**src/rtl/uart_pkg.sv**
```systemverilog
// rtl/uart_pkg.sv - shared UART constants, receiver state encoding and parameter legality check.
package uart_pkg;

    localparam int PAR_NONE = 0;
    localparam int PAR_EVEN = 1;
    localparam int PAR_ODD  = 2;

    typedef enum logic [2:0] {
        RX_IDLE,
        RX_START,
        RX_DATA,
        RX_PARITY,
        RX_STOP
    } rx_state_t;

    function automatic bit rx_params_legal(input int clks_per_bit, input int data_bits,
                                           input int parity, input int stop_bits);
        return (clks_per_bit >= 4) && (clks_per_bit <= 65535) &&
               (data_bits >= 5) && (data_bits <= 9) &&
               (parity >= PAR_NONE) && (parity <= PAR_ODD) &&
               ((stop_bits == 1) || (stop_bits == 2));
    endfunction

endpackage

```
**src/rtl/uart_rx_sync.sv**
```systemverilog
// rtl/uart_rx_sync.sv - two-flop synchronizer with falling-edge detect.
module uart_rx_sync #(
    parameter logic RESET_VAL = 1'b1
) (
    input  logic clk,
    input  logic rst_n,
    input  logic d,
    output logic q,
    output logic fall
);

    logic meta;
    logic sync;

    always_ff @(posedge clk or negedge rst_n) begin
        if (!rst_n) begin
            meta <= RESET_VAL;
            sync <= RESET_VAL;
        end else begin
            meta <= d;
            sync <= meta;
        end
    end

    assign q = sync;
    // Flags the 1->0 transition one cycle before it appears on q so the
    // half-bit count centres the start bit at N+2+CLKS_PER_BIT/2.
    assign fall = sync & ~meta;

endmodule

```
**src/rtl/uart_rx.sv**
```systemverilog
// rtl/uart_rx.sv - parametrised oversampling UART receiver with valid/ready output and error flags.
module uart_rx
    import uart_pkg::*;
#(
    parameter int CLKS_PER_BIT = 16,
    parameter int DATA_BITS    = 8,
    parameter int PARITY       = 0,
    parameter int STOP_BITS    = 1
) (
    input  logic                 clk,
    input  logic                 rst_n,
    input  logic                 serial_in,
    output logic [DATA_BITS-1:0] rx_data,
    output logic                 rx_valid,
    input  logic                 rx_ready,
    output logic                 parity_err,
    output logic                 frame_err,
    output logic                 overrun,
    output logic                 busy
);

    localparam int                CNT_W     = $clog2(CLKS_PER_BIT);
    localparam logic [CNT_W-1:0] HALF_BIT  = CNT_W'(CLKS_PER_BIT / 2);
    localparam logic [CNT_W-1:0] RELOAD    = CNT_W'(CLKS_PER_BIT - 1);
    localparam logic [3:0]       LAST_DATA = 4'(DATA_BITS - 1);
    localparam logic [3:0]       LAST_STOP = 4'(STOP_BITS - 1);

    if (!rx_params_legal(CLKS_PER_BIT, DATA_BITS, PARITY, STOP_BITS)) begin : g_param_check
        $error("uart_rx: illegal parameter combination");
    end

    logic                 line;
    logic                 fall;
    rx_state_t            state;
    rx_state_t            state_nx;
    logic [CNT_W-1:0]     cnt;
    logic                 tick;
    logic [3:0]           bit_cnt;
    logic [DATA_BITS-1:0] shift;
    logic                 par_bad;
    logic                 stop_bad;
    logic                 last_stop;
    logic                 done_q;
    logic [DATA_BITS-1:0] fin_data;
    logic                 fin_perr;
    logic                 fin_ferr;

    uart_rx_sync #(
        .RESET_VAL(1'b1)
    ) u_sync (
        .clk  (clk),
        .rst_n(rst_n),
        .d    (serial_in),
        .q    (line),
        .fall (fall)
    );

    assign tick = (cnt == '0);

    always_ff @(posedge clk or negedge rst_n) begin
        if (!rst_n) begin
            state <= RX_IDLE;
        end else begin
            state <= state_nx;
        end
    end

    always_comb begin
        state_nx  = state;
        busy      = (state != RX_IDLE);
        last_stop = 1'b0;
        case (state)
            RX_IDLE: begin
                if (fall) state_nx = RX_START;
            end
            RX_START: begin
                // A line back at 1 by mid start bit was a glitch.
                if (tick) state_nx = line ? RX_IDLE : RX_DATA;
            end
            RX_DATA: begin
                if (tick && (bit_cnt == LAST_DATA))
                    state_nx = (PARITY != PAR_NONE) ? RX_PARITY : RX_STOP;
            end
            RX_PARITY: begin
                if (tick) state_nx = RX_STOP;
            end
            RX_STOP: begin
                if (tick && (bit_cnt == LAST_STOP)) begin
                    last_stop = 1'b1;
                    state_nx  = RX_IDLE;
                end
            end
            default: state_nx = RX_IDLE;
        endcase
    end

    always_ff @(posedge clk or negedge rst_n) begin
        if (!rst_n) begin
            cnt      <= HALF_BIT;
            bit_cnt  <= '0;
            shift    <= '0;
            par_bad  <= 1'b0;
            stop_bad <= 1'b0;
            done_q   <= 1'b0;
            fin_data <= '0;
            fin_perr <= 1'b0;
            fin_ferr <= 1'b0;
        end else begin
            if (state == RX_IDLE) begin
                cnt <= HALF_BIT;
            end else if (tick) begin
                cnt <= RELOAD;
            end else begin
                cnt <= cnt - 1'b1;
            end

            if (state_nx != state) begin
                bit_cnt <= '0;
            end else if (tick) begin
                bit_cnt <= bit_cnt + 4'd1;
            end

            if ((state == RX_DATA) && tick) begin
                shift <= {line, shift[DATA_BITS-1:1]};
            end

            if (state == RX_IDLE) begin
                par_bad  <= 1'b0;
                stop_bad <= 1'b0;
            end
            if ((state == RX_PARITY) && tick) begin
                par_bad <= (PARITY == PAR_ODD) ? ~(^shift ^ line) : (^shift ^ line);
            end
            if ((state == RX_STOP) && tick && !line) begin
                stop_bad <= 1'b1;
            end

            done_q <= last_stop;
            if (last_stop) begin
                fin_data <= shift;
                fin_perr <= par_bad;
                fin_ferr <= stop_bad | ~line;
            end
        end
    end

    // Output holding register: a completion only loads when the slot is free
    // or being drained on the same edge; otherwise the new character is dropped.
    always_ff @(posedge clk or negedge rst_n) begin
        if (!rst_n) begin
            rx_data    <= '0;
            rx_valid   <= 1'b0;
            parity_err <= 1'b0;
            frame_err  <= 1'b0;
            overrun    <= 1'b0;
        end else begin
            overrun <= 1'b0;
            if (done_q) begin
                if (!rx_valid || rx_ready) begin
                    rx_data    <= fin_data;
                    parity_err <= fin_perr;
                    frame_err  <= fin_ferr;
                    rx_valid   <= 1'b1;
                end else begin
                    overrun <= 1'b1;
                end
            end else if (rx_valid && rx_ready) begin
                rx_valid <= 1'b0;
            end
        end
    end

endmodule

```
**config.mk**
```make
export PLATFORM = sky130hd
export DESIGN_NAME = uart_rx
export DESIGN_NICKNAME = d
export VERILOG_FILES = /design/src/rtl/uart_pkg.sv /design/src/rtl/uart_rx_sync.sv /design/src/rtl/uart_rx.sv
export SDC_FILE = /design/constraint.sdc
export NUM_CORES = 1
export LEC_CHECK = 0
export CAP_MARGIN = 20
export CORE_UTILIZATION = 56
export CTS_BUF_LIST = sky130_fd_sc_hd__clkbuf_16
export DETAILED_ROUTE_END_ITERATION = 12
export GPL_TIMING_DRIVEN = 0
export PLACE_DENSITY = 0.8
export SETUP_SLACK_MARGIN = 0.15
export SYNTH_ARGS = -nofsm -noshare
export SYNTH_HDL_FRONTEND = slang
export SYNTH_SLANG_ARGS = --single-unit
```
**constraint.sdc**
```tcl
create_clock -name clk -period 2.2 [get_ports clk]
set_clock_uncertainty 0.2 [all_clocks]
set_input_delay 0.44 -clock clk [delete_from_list [all_inputs] [get_ports clk]]
set_output_delay 0.44 -clock clk [all_outputs]
set_load 0.005 [all_outputs]
```
# Word-level counts from Yosys, hierarchy flattened

Index checks and enable logic that the tools add are counted.

Register bits after elaboration: 46
Input port bits: 4

$add $sub $neg: 2
Equality and inequality tests: 7
Muxes and demuxes: 21
Bitwise logic cells: 5
Reductions and logical operators: 21

Operator list:

| operator            | number |
|---|---|
| $mux 4              | 4 |
| $mux 3              | 5 |
| $pmux 3 s5          | 1 |
| $mux 1              | 10 |
| $logic_not 4->1     | 2 |
| $reduce_bool 2->1   | 4 |
| $reduce_xor 8->1    | 1 |
| $logic_and 1x1->1   | 7 |
| $eq 3x2->1 const B  | 2 |
| $add 4x1->4 const B | 1 |
| $eq 4x3->1 const B  | 1 |
| $reduce_and 2->1    | 2 |
| $sub 4x1->4 const B | 1 |
| $eq 3x1->1 const B  | 1 |
| $eq 3x3->1 const B  | 1 |
| $logic_not 3->1     | 1 |
| $ne 3x3->1          | 1 |
| $reduce_bool 3->1   | 1 |
| $logic_not 1->1     | 2 |
| $mux 2              | 1 |
| $ne 2x1->1 const B  | 1 |
| $not 1->1           | 2 |
| $and 1x1->1         | 1 |
| $logic_or 1x1->1    | 1 |
| 2 further kinds     | 2 |

# Depth between registers and ports, before layout

Gate-level depths: netlist (run 1).

Depth in word-level cells: 6
Depth in mapped cells: 7

# By module

From an unflattened synthesis (run 1), not the netlist that was laid out.

Cell total of the unflattened synthesis: 156
Area, all modules: 2052.0 µm²

Modules (own cells, without submodules):

| module       | instances | cells an instance | area an instance (µm²) | sequential area each (µm²) |
|---|---|---|---|---|
| uart_rx      | 1         | 153               | 1985.7                 | 1102.3 |
| uart_rx_sync | 1         | 3                 | 66.3                   | 52.6 |

# Worst setup path after synthesis (run 1)

No wires, ideal clock.

Kind: flip-flop to flip-flop
From: register cnt[0]
To: register shift[0]
Library setup time: 125 ps
Arrival: 1533 ps
Setup slack: 342 ps
Stages on the path, launching flop included: 7
Buffers on the path: 1
Period minus slack after synthesis: 1858 ps
Cells stage by stage: dfrtp_1 > inv_1 > ha_1 > nand3b_1 > or3_1 > buf_6 > mux2_4

Word-level cells in the longest chain between the ends: 2

Ends and longest elaborated chain:

| element                | line           | RTL |
|---|---|---|
| from (decl)            | uart_rx.sv:36  | `logic [CNT_W-1:0] cnt;` |
| from (signal assigned) | uart_rx.sv:114 | `cnt <= cnt - 1'b1;` |
| $logic_not 4->1        | uart_rx.sv:58  | `assign tick = (cnt == '0);` |
| $logic_and 1x1->1      | uart_rx.sv:123 | `if ((state == RX_DATA) && tick) begin` |
| to (signal assigned)   | uart_rx.sv:124 | `shift <= {line, shift[DATA_BITS-1:1]};` |
| to (decl)              | uart_rx.sv:39  | `logic [DATA_BITS-1:0] shift;` |

Every way passes these cells.
A chain may end at the register's enable or synchronous reset.

# Final worst setup path (run 1)

From: register state[0]
To: output busy

Word-level cells in the longest chain between the ends: 1

Ends and longest elaborated chain:

| element                | line          | RTL |
|---|---|---|
| from (decl)            | uart_rx.sv:34 | `rx_state_t state;` |
| from (signal assigned) | uart_rx.sv:64 | `state <= state_nx;` |
| $reduce_bool 3->1      | uart_rx.sv:70 | `busy = (state != RX_IDLE);` |
| to (decl)              | uart_rx.sv:19 | `output logic busy` |

Every way passes these cells.

==> flow_metrics.tcl, run 1 <==
set metrics [dict create \
    run_status "complete, no violations" \
    core_area_um2 3390 \
    critPathKind "reg -> out" \
    dr.first_iter.drc_count 42 \
    grt_pass1_vias 1229 \
    flip_flop_and_latch_area_um2 1160 \
    combinational_group_share_of_total_power_pct 24.0 \
    number_of_antenna_violations_at_the_first_check_in_global_routing 0 \
    tritoncts "built" \
    initial_utilization_pct 59.0 \
    gr-total-overflow 0 \
    area.growth.synth_to_final_pct 22.5 \
    timing.critical_path.fanout_max 10 \
    grt_pass1_wl_mm 5.57 \
    synth.ff_latch_count 46 \
    yosysTopAreaCell "sky130_fd_sc_hd__dfrtp_1" \
    cts_root_buf "sky130_fd_sc_hd__clkbuf_16" \
    final_max_slew_viol_count 0 \
    fillCellCount 228 \
    final_nets 189 \
    rr_startpoint "cnt[0]" \
    p_seq_share_pct 45.4 \
    syn-num-nets 161 \
    layout.cells.most_common "sky130_fd_sc_hd__dfrtp_1" \
    holdWs_ns 0.163 \
    place_ws_ns -0.0986 \
    worst_setup_path_end_kind "output pin" \
    crit_path_start_kind "flip-flop" \
    grtUsageTotal_pct 21.1 \
    switchingPower_mw 0.659 \
    r2r_slack_ns 0.19 \
    ctsHtreeMaxLevel 2 \
    synth-edff-count 0 \
    io_buffer_count 16 \
    setup-tns-final_ns 0 \
    clk_transition_reported_paths_ns 0.06 \
    cts_inserted_buffers 5 \
    netlist.area_leader.share_pct 53.8 \
    drc 0 \
    die_y_um 61.8 \
    ctsLongestPathBuffers 2 \
    postRouteWirelength_mm 3.57 \
    drtPass1Iterations 4 \
    cp_data_arrival_time_ns 1.38 \
    drive_above_1_share_pct 29.0 \
    vias 1257 \
    ys_seq_area_share_pct 57.7 \
    synth_area_leaders "sky130_fd_sc_hd__dfrtp_1 54%, sky130_fd_sc_hd__mux2_2 10%, sky130_fd_sc_hd__mux2_4 6.0%" \
    avgRoutedWirePerCell_um 15.6 \
    ff2ff_path_depth 6 \
    clk-insertion-delay-late_ns 0.28 \
    regToRegEndpoint "shift[7]" \
    die_area_um2 3820 \
    most_frequent_cells_in_the_layout "42 x sky130_fd_sc_hd__dfrtp_1, 18 x sky130_fd_sc_hd__mux2_2, 14 x sky130_fd_sc_hd__clkdlybuf4s50_1, 10 x sky130_fd_sc_hd__a21oi_1, 9 x sky130_fd_sc_hd__nor2_1" \
    pin_count_of_the_biggest_net_entering_global_routing 28 \
    p_int_mw 1.60 \
    timing.final.crit_period_ns 2.02 \
    timing.hold.worst.class "reg -> reg" \
    distinct_cell_type_count_of_the_synthesized_netlist 33 \
    avgSynthCellArea_um2 13.0 \
    die_width_um 61.8 \
    ys.warnings.count 0 \
    timing.hold.worst.start "u_sync.meta" \
    switching_share_of_power_pct 29.2 \
    postSynth.asyncResetShare_pct 100 \
    timing.max_cap.violations 0 \
    max_slew.worst_pin.slew_ns 0.491 \
    reported_leakage_power_nw 1.19 \
    grt_setup_unrepaired "no" \
    worst_ir_drop_vdd_v 0.000707 \
    num_antenna_cells 0 \
    dpl.cell_count 217 \
    synth_top_flop_cell "sky130_fd_sc_hd__dfrtp_1" \
    setup.worst_path.end "busy" \
    place.detailed.hpwl_mm 2.29 \
    viasPerCell 5.49 \
    final.period_utilization_pct 91.9 \
    synthesis.instances 154 \
    first_element_of_the_critical_path "state[0]" \
    syn-cell-area_um2 2000 \
    finish.cell_count_without_fillers 229 \
    post-route-worst-setup-slack_ns 0.179 \
    setup_violations 0 \
    hold_viol 0 \
    clock_network_fraction_of_design_power_pct 30.6 \
    final_antenna_net_count 0 \
    timing.max_slew.rel_slack_pct 67.2 \
    cts_sinks 46 \
    ios 17 \
    multi_input_comb_area_um2 813 \
    rows 21 \
    pwr_density_cell_nw_per_um2 922 \
    cp_data_required_time_ns 1.56 \
    fmax_mhz 495 \
    postLayoutCoreUtil_pct 72.3 \
    gp_routability_congestion 0.853 \
]
kinds of logic (layout without fill, tap and decap cells):
group	after synthesis	count (layout)	share of synthesized area, %
mux	27	27	16.7
simple gates	34	34	9.13
buf+inv	13	42	3.38
flops	46	46	57.7
compound gates	20	20	5.69
fa+ha+maj	3	3	1.88
xor+xnor	11	11	5.50
layout make-up:
type                            instances  area share (%)
Buffer                                  5            1.99
Tap cell                               46            2.35
Timing Repair Buffer                   21            8.42
Multi-Input combinational cell         95            33.2
Sequential cell                        46            47.2
Clock buffer                            5            5.10
Inverter                                8            1.23
Clock inverter                          3           0.562
Yosys cell counts (2+ instances only):
| master | instances |
|---|---|
| sky130_fd_sc_hd__ha_1 | 3 |
| sky130_fd_sc_hd__nand4_1 | 2 |
| sky130_fd_sc_hd__buf_6 | 2 |
| sky130_fd_sc_hd__dfstp_2 | 3 |
| sky130_fd_sc_hd__nand2b_1 | 3 |
| sky130_fd_sc_hd__nor3_1 | 3 |
| sky130_fd_sc_hd__nand2_1 | 7 |
| sky130_fd_sc_hd__and2_1 | 2 |
| sky130_fd_sc_hd__xnor2_1 | 8 |
| sky130_fd_sc_hd__buf_2 | 3 |
| sky130_fd_sc_hd__a21oi_1 | 10 |
| sky130_fd_sc_hd__inv_1 | 8 |
| sky130_fd_sc_hd__nor2_1 | 9 |
| sky130_fd_sc_hd__mux2_4 | 8 |
| sky130_fd_sc_hd__dfrtp_1 | 43 |
| sky130_fd_sc_hd__o21ai_0 | 5 |
| sky130_fd_sc_hd__xor2_1 | 2 |
| sky130_fd_sc_hd__mux2_2 | 18 |
worst min path at each step:
stage / end / slack (ns) / cells after the start
floorplan: bit_cnt[0] / -0.06 / 0
global placement: u_sync.q / 0.16 / 0
detailed placement: u_sync.q / 0.16 / 0
CTS: u_sync.q / 0.16 / 0
global route: u_sync.q / 0.17 / 0
finish: u_sync.q / 0.16 / 0
layer usage:
layer  GRT usage, %  routed length [um]  share of wire [%]  vias up
met1           24.9                1540                 43      630
met5              0                   0                  0        -
li1               -                   -                  -      590
met2           37.2                1860                 52       33
met3           4.97                 140                3.9        4
met4           8.25                  33               0.92        0
critical path, cell delays in order (launching register included):
cell,delay (ns)
sky130_fd_sc_hd__dfrtp_1,0.39
sky130_fd_sc_hd__buf_6,0.15
sky130_fd_sc_hd__nor3_4,0.24
sky130_fd_sc_hd__inv_2,0.06
sky130_fd_sc_hd__dlygate4sd2_1,0.26
power by group through the flow:
stage / clock [mW] / sequential, mW / combinational [mW]
after floorplan: 0 / 0.996 / 0.326
after global placement: 0 / 1.00 / 0.408
after detailed placement: 0 / 1.02 / 0.440
after CTS: 0.708 / 1.01 / 0.481
after global routing: 0.744 / 1.03 / 0.596
final: 0.692 / 1.03 / 0.541
repair_timing:
item,4_1_cts,5_1_grt
setup endpoints to repair,16,22
endpoints found under the hold margin,16,0
buffers inserted,2,1
pin swaps,2,2
hold buffers,1,0
gates resized for setup,6,8
metrics by stage:
stage / instance area [um^2] / power, mW
floorplan: 2000 / 1.32
global placement: 2220 / 1.41
detailed placement: 2230 / 1.46
CTS: 2410 / 2.20
global route: 2450 / 2.37
finish: 2450 / 2.26
state kept, by name, indices dropped and copies added, names as in the netlist, 3 cells and up:
name	count
state	3
fin_data	8
cnt	4
shift	8
rx_data	8
bit_cnt	4
Note: power is estimated with default switching activity, not from simulation.
==> run 2, diff against run 1 <==
SETUP_SLACK_MARGIN = 0.2   (was 0.15)
==> run 2 against run 1 <==
  * Clock power about the same
  * Maximum frequency up 2.9%
  * Cell area up 2.2%
  * Total power up 3.8%
  * Utilization up 1.6 points
  * Via count up 3.4%
  * Count of clock-buffer cells in the layout unchanged
  * Highest routed layer unchanged
==> flow_metrics.tcl, run 2 (synthesis gave the netlist of run 1 again) <==
set metrics [dict create \
    place_ws_ns -0.0986 \
    post-route-worst-setup-slack_ns 0.237 \
    timing.hold.worst.start "u_sync.meta" \
    switchingPower_mw 0.679 \
    postRouteWirelength_mm 3.68 \
    hold_depth 0 \
    hold_viol 0 \
    timing.final.crit_period_ns 1.96 \
    num_antenna_cells 0 \
    multi_input_comb_area_um2 813 \
    drive_above_1_share_pct 32.1 \
    avgRoutedWirePerCell_um 15.6 \
    core_area_um2 3390 \
    critPathKind "reg -> out" \
    final_antenna_net_count 0 \
    fmax_mhz 509 \
    timing.critical_path.fanout_max 7 \
    critical_path_buf_inv_count 3 \
    place.detailed.hpwl_mm 2.29 \
    cp_data_arrival_time_ns 1.32 \
    cts_inserted_buffers 5 \
    final_max_slew_viol_count 0 \
    tritoncts "built" \
    initial_utilization_pct 59.0 \
    r2r_slack_ns 0.26 \
    dr.first_iter.drc_count 56 \
    grtUsageTotal_pct 21.2 \
    die_area_um2 3820 \
    drtPass1Iterations 4 \
    ctsHtreeMaxLevel 2 \
    timing.max_cap.violations 0 \
    reported_leakage_power_nw 1.23 \
    regToRegEndpoint "shift[7]" \
    holdPathEnd "u_sync.q" \
    clk-insertion-delay-late_ns 0.28 \
    grt_pass1_wl_mm 5.57 \
    max_slew.worst_pin.slew_ns 0.486 \
    cts_sinks 46 \
    family_with_the_most_delay_on_the_worst_path "buffers and inverters" \
    drc 0 \
    io_buffer_count 16 \
    die_y_um 61.8 \
    viasPerCell 5.51 \
    clk_transition_reported_paths_ns 0.06 \
    rr_startpoint "cnt[0]" \
    ff2ff_path_depth 6 \
    grt_setup_unrepaired "no" \
    worst_setup_path_end_kind "output pin" \
    holdWs_ns 0.163 \
    fillCellCount 218 \
    clock_network_fraction_of_design_power_pct 29.6 \
    worst_path_largest_cell_delay_ns 0.39 \
    run_status "complete, no violations" \
    ios 17 \
    crit_chain "buf_6, nor3_4, inv_1, clkdlybuf4s15_1" \
    timing.hold.worst.class "reg -> reg" \
    gp_routability_congestion 0.853 \
    pin_count_of_the_biggest_net_entering_global_routing 28 \
    final.period_utilization_pct 89.2 \
    gr-total-overflow 0 \
    final_nets 196 \
    layout.cells.most_common "sky130_fd_sc_hd__dfrtp_1" \
    number_of_antenna_violations_at_the_first_check_in_global_routing 0 \
    worst_ir_drop_vdd_v 0.000724 \
    cp_data_required_time_ns 1.56 \
    flip_flop_and_latch_area_um2 1160 \
    combinational_group_share_of_total_power_pct 26.9 \
    p_seq_share_pct 43.5 \
    vias 1300 \
    ctsLongestPathBuffers 2 \
    rows 21 \
    most_frequent_cells_in_the_layout "42 x sky130_fd_sc_hd__dfrtp_1, 18 x sky130_fd_sc_hd__mux2_2, 14 x sky130_fd_sc_hd__clkdlybuf4s50_1, 10 x sky130_fd_sc_hd__a21oi_1" \
    setup_violations 0 \
    timing.max_slew.rel_slack_pct 67.5 \
    pwr_density_cell_nw_per_um2 936 \
    die_width_um 61.8 \
    grt_pass1_vias 1228 \
    p_int_mw 1.67 \
    area.growth.synth_to_final_pct 25.3 \
    crit_path_start_kind "flip-flop" \
    cts_root_buf "sky130_fd_sc_hd__clkbuf_16" \
    switching_share_of_power_pct 28.9 \
    top_regs "fin_data x8, rx_data x8, shift x8" \
    critical_path.slowest_cell "sky130_fd_sc_hd__dfrtp_1" \
]
run 2: cell count changes in the layout (fill, tap and decap cells not counted):
cell,before,now
sky130_fd_sc_hd__inv_2,1,2
sky130_fd_sc_hd__clkdlybuf4s15_1,0,1
sky130_fd_sc_hd__inv_1,8,7
sky130_fd_sc_hd__buf_6,3,4
sky130_fd_sc_hd__buf_2,1,2
sky130_fd_sc_hd__dlygate4sd2_1,1,0
sky130_fd_sc_hd__buf_4,4,9
run 2: what timing repair did:
action	CTS	global route
hold endpoints to repair	16	0
gates cloned	0	1
pin swaps	3	3
resized for setup	8	9
setup endpoints to repair	21	21
buffers inserted	3	6
hold buffers	1	0
run 2: worst max-delay path by stage:
stage              from    endpoint  slack (ns)  cells past startpoint
2_1_floorplan    cnt[0]    shift[0]        0.34                      6
3_3_place_gp      rst_n  rx_data[5]       -0.63                      1
3_5_place_dp   state[0]        busy        -0.1                      4
4_1_cts        state[2]        busy        0.22                      4
5_1_grt        state[0]        busy        0.17                      4
6_report       state[0]        busy        0.24                      4
run 2: routing by layer:
| layer | vias to the layer above | wire length (um) | global-route usage (%) |
|---|---|---|---|
| li1 | 605 | - | - |
| met1 | 650 | 1550 | 24.5 |
| met2 | 41 | 1960 | 37.9 |
| met3 | 4 | 139 | 4.97 |
| met4 | 0 | 34 | 8.25 |
| met5 | - | 0 | 0 |
run 2: worst reg2reg max path, stage by stage, from the launching register on:
cell and delay (ns):
sky130_fd_sc_hd__dfrtp_1 0.42, sky130_fd_sc_hd__inv_2 0.09, sky130_fd_sc_hd__ha_4 0.15, sky130_fd_sc_hd__nand3b_1 0.12, sky130_fd_sc_hd__or3_1 0.38, sky130_fd_sc_hd__buf_6 0.16, sky130_fd_sc_hd__mux2_4 0.30
run 2: area by class of cell:
cell class | instances | area share (%)
Tap cell | 46 | 2.30
Clock inverter | 3 | 0.549
Clock buffer | 5 | 4.99
Inverter | 8 | 1.20
Multi-Input combinational cell | 95 | 32.5
Sequential cell | 46 | 46.1
Timing Repair Buffer | 28 | 10.3
Buffer | 5 | 2.10
run 2: power groups by stage:
stage | Combinational [mW] | Sequential, mW | Clock [mW]
3_5_place_dp | 0.440 | 1.02 | 0
5_1_grt | 0.705 | 1.03 | 0.745
4_1_cts | 0.515 | 1.02 | 0.708
2_1_floorplan | 0.326 | 0.996 | 0
3_3_place_gp | 0.408 | 1.00 | 0
6_report | 0.632 | 1.02 | 0.694
run 2: metrics by stage:
stage	TNS (ns)	area [um^2]	cells	util [%]	power, mW
after floorplan	0	2000	154	-	1.32
after global placement	-27.64	2220	216	65.4	1.41
after detailed placement	-0.0986	2230	217	65.9	1.46
after CTS	0	2440	229	71.9	2.24
after global routing	0	2510	236	73.9	2.48
final	0	2510	236	73.9	2.35
==> run 3, diff against run 2 <==
clock period = 2.5 ns   (was 2.2 ns; I/O delays follow)
==> run 3 against run 2 <==
  * Non-clock buffer count shrank 9
  * Via count shrank 2.6%
  * Count of clock-buffer cells in the layout is the same
  * Clock power shrank 12%
==> flow_metrics.tcl, run 3 (synthesis gave the netlist of run 1 again) <==
set metrics [dict create \
    timing.hold.worst.start "u_sync.meta" \
    ios 17 \
    gp_routability_congestion 0.853 \
    grtUsageTotal_pct 20.2 \
    worst_path_largest_cell_delay_ns 0.45 \
    cts_sinks 46 \
    run_status "complete, no violations" \
    fillCellCount 234 \
    setup-tns-final_ns 0 \
    rr_startpoint "cnt[0]" \
    viasPerCell 5.58 \
    dpl.cell_count 217 \
    cts_inserted_buffers 5 \
    crit_chain "buf_2, nor3_4, inv_1, clkdlybuf4s50_1" \
    io_buffer_count 16 \
    tritoncts "built" \
    critPathKind "reg -> out" \
    core_area_um2 3390 \
    final_nets 187 \
    first_element_of_the_critical_path "state[0]" \
    num_antenna_cells 0 \
    postRouteWirelength_mm 3.48 \
    timing.final.crit_period_ns 2.25 \
    die_width_um 61.8 \
    final_max_slew_viol_count 0 \
    top_regs "fin_data x8, rx_data x8, shift x8" \
    placed_area_um2 2230 \
    max_slew.worst_pin.slew_ns 0.502 \
    pwr_density_cell_nw_per_um2 802 \
    number_of_antenna_violations_at_the_first_check_in_global_routing 0 \
    cts_root_buf "sky130_fd_sc_hd__clkbuf_16" \
    fmax_mhz 445 \
    flip_flop_and_latch_area_um2 1160 \
    timing.critical_path.fanout_max 10 \
    post-route-worst-setup-slack_ns 0.253 \
    ctsLongestPathBuffers 2 \
    grt_pass1_wl_mm 5.37 \
    hold_depth 0 \
    finish.cell_count_without_fillers 227 \
    grt_pass1_vias 1188 \
    critical_path.slowest_cell "sky130_fd_sc_hd__clkdlybuf4s50_1" \
    reported_leakage_power_nw 1.18 \
    drtPass1Iterations 4 \
    final.period_utilization_pct 89.9 \
    cp_data_required_time_ns 1.80 \
    avgRoutedWirePerCell_um 15.3 \
    multi_input_comb_area_um2 790 \
    drc 0 \
    grt_setup_unrepaired "no" \
    final_area_um2 2400 \
    holdPathEnd "u_sync.q" \
    dr.first_iter.drc_count 41 \
    hold_viol 0 \
    rows 21 \
    clk_transition_reported_paths_ns 0.06 \
    initial_utilization_pct 59.0 \
    area.growth.synth_to_final_pct 20.1 \
    clk-insertion-delay-late_ns 0.28 \
    timing.hold.worst.class "reg -> reg" \
    final_antenna_net_count 0 \
    ctsHtreeMaxLevel 2 \
    r2r_slack_ns 0.35 \
    place.detailed.hpwl_mm 2.29 \
    layout.cells.most_common "sky130_fd_sc_hd__dfrtp_1" \
    pin_count_of_the_biggest_net_entering_global_routing 28 \
    setup_violations 0 \
    ff2ff_path_depth 6 \
    worst_ir_drop_vdd_v 0.000632 \
    place_ws_ns 0.141 \
    timing.max_slew.rel_slack_pct 66.5 \
    crit_path_start_kind "flip-flop" \
    gr-total-overflow 0 \
    worst_setup_path_end_kind "output pin" \
    most_frequent_cells_in_the_layout "42 x sky130_fd_sc_hd__dfrtp_1, 18 x sky130_fd_sc_hd__mux2_2, 15 x sky130_fd_sc_hd__clkdlybuf4s50_1, 10 x sky130_fd_sc_hd__a21oi_1" \
    vias 1266 \
    die_area_um2 3820 \
    timing.max_cap.violations 0 \
    regToRegEndpoint "fin_perr" \
    drive_above_1_share_pct 26.5 \
    cp_data_arrival_time_ns 1.55 \
    die_y_um 61.8 \
]
[run 3: cell count changes in the layout (fill, tap and decap cells not counted)]
cell	before	now
sky130_fd_sc_hd__buf_6	4	2
sky130_fd_sc_hd__ha_1	2	3
sky130_fd_sc_hd__nor3b_1	0	1
sky130_fd_sc_hd__clkdlybuf4s15_1	1	0
sky130_fd_sc_hd__clkdlybuf4s50_1	14	15
sky130_fd_sc_hd__inv_1	7	9
sky130_fd_sc_hd__clkbuf_4	1	0
sky130_fd_sc_hd__buf_2	2	4
sky130_fd_sc_hd__buf_4	9	1
sky130_fd_sc_hd__ha_4	1	0
sky130_fd_sc_hd__inv_2	2	0
sky130_fd_sc_hd__nor3b_4	1	0
[run 3: layout make-up]
| type | instances | share of cell area (%) |
|---|---|---|
| buffer | 5 | 1.56 |
| clock buffer | 5 | 5.21 |
| clock inverter | 3 | 0.573 |
| inverter | 8 | 1.25 |
| multi-input combinational | 95 | 32.9 |
| sequential | 46 | 48.1 |
| tap | 46 | 2.40 |
| timing repair buffer | 19 | 8.02 |
[run 3: routing by layer]
metal  global-route usage, %  up-vias  part of all wire (%)
li1                        -      590                     -
met1                    24.8      647                    44
met2                    34.7       27                    52
met3                    4.35        2                   3.0
met4                    8.25        0                  0.52
met5                       0        -                     0
[run 3: worst max-delay path by stage]
stage                       endpoint  slack [ns]  cells after the start
after global routing            busy        0.20                      4
after CTS                       busy        0.27                      3
after global placement    rx_data[5]       -0.39                      1
after floorplan             shift[0]        0.64                      6
after detailed placement        busy        0.14                      4
final                           busy        0.25                      4
[run 3: through the flow]
step / hold slack, ns / power, mW / utilization (%)
final: 0.163 / 1.93 / 70.9
after detailed placement: 0.155 / 1.28 / 65.9
after global placement: 0.156 / 1.24 / 65.4
after global routing: 0.167 / 2.03 / 70.9
after floorplan: 0.00441 / 1.16 / -
after CTS: 0.164 / 1.94 / 70.8
[run 3: worst max-delay path: cells and delay by family, from the launching register on]
family	cells	cell delay, ns
buffers and inverters	3	0.72
flip-flops	1	0.37
AND/OR/NAND/NOR	1	0.18
[run 3: where the power goes]
part / leakage (nW) / internal, mW / total [mW] / switching (mW)
clock network: 0.0748 / 0.362 / 0.610 / 0.247
logic: 0.479 / 0.191 / 0.427 / 0.236
registers: 0.621 / 0.817 / 0.891 / 0.0736
total: 1.18 / 1.37 / 1.93 / 0.557
[run 3: what timing repair did]
item                                    4_1_cts  5_1_grt
endpoints found under the setup margin        1        1
hold endpoints to repair                     16        0
gates resized for setup                       2        1
pin swaps                                     1        0
hold buffers                                  1        0
buffers inserted                              1        0
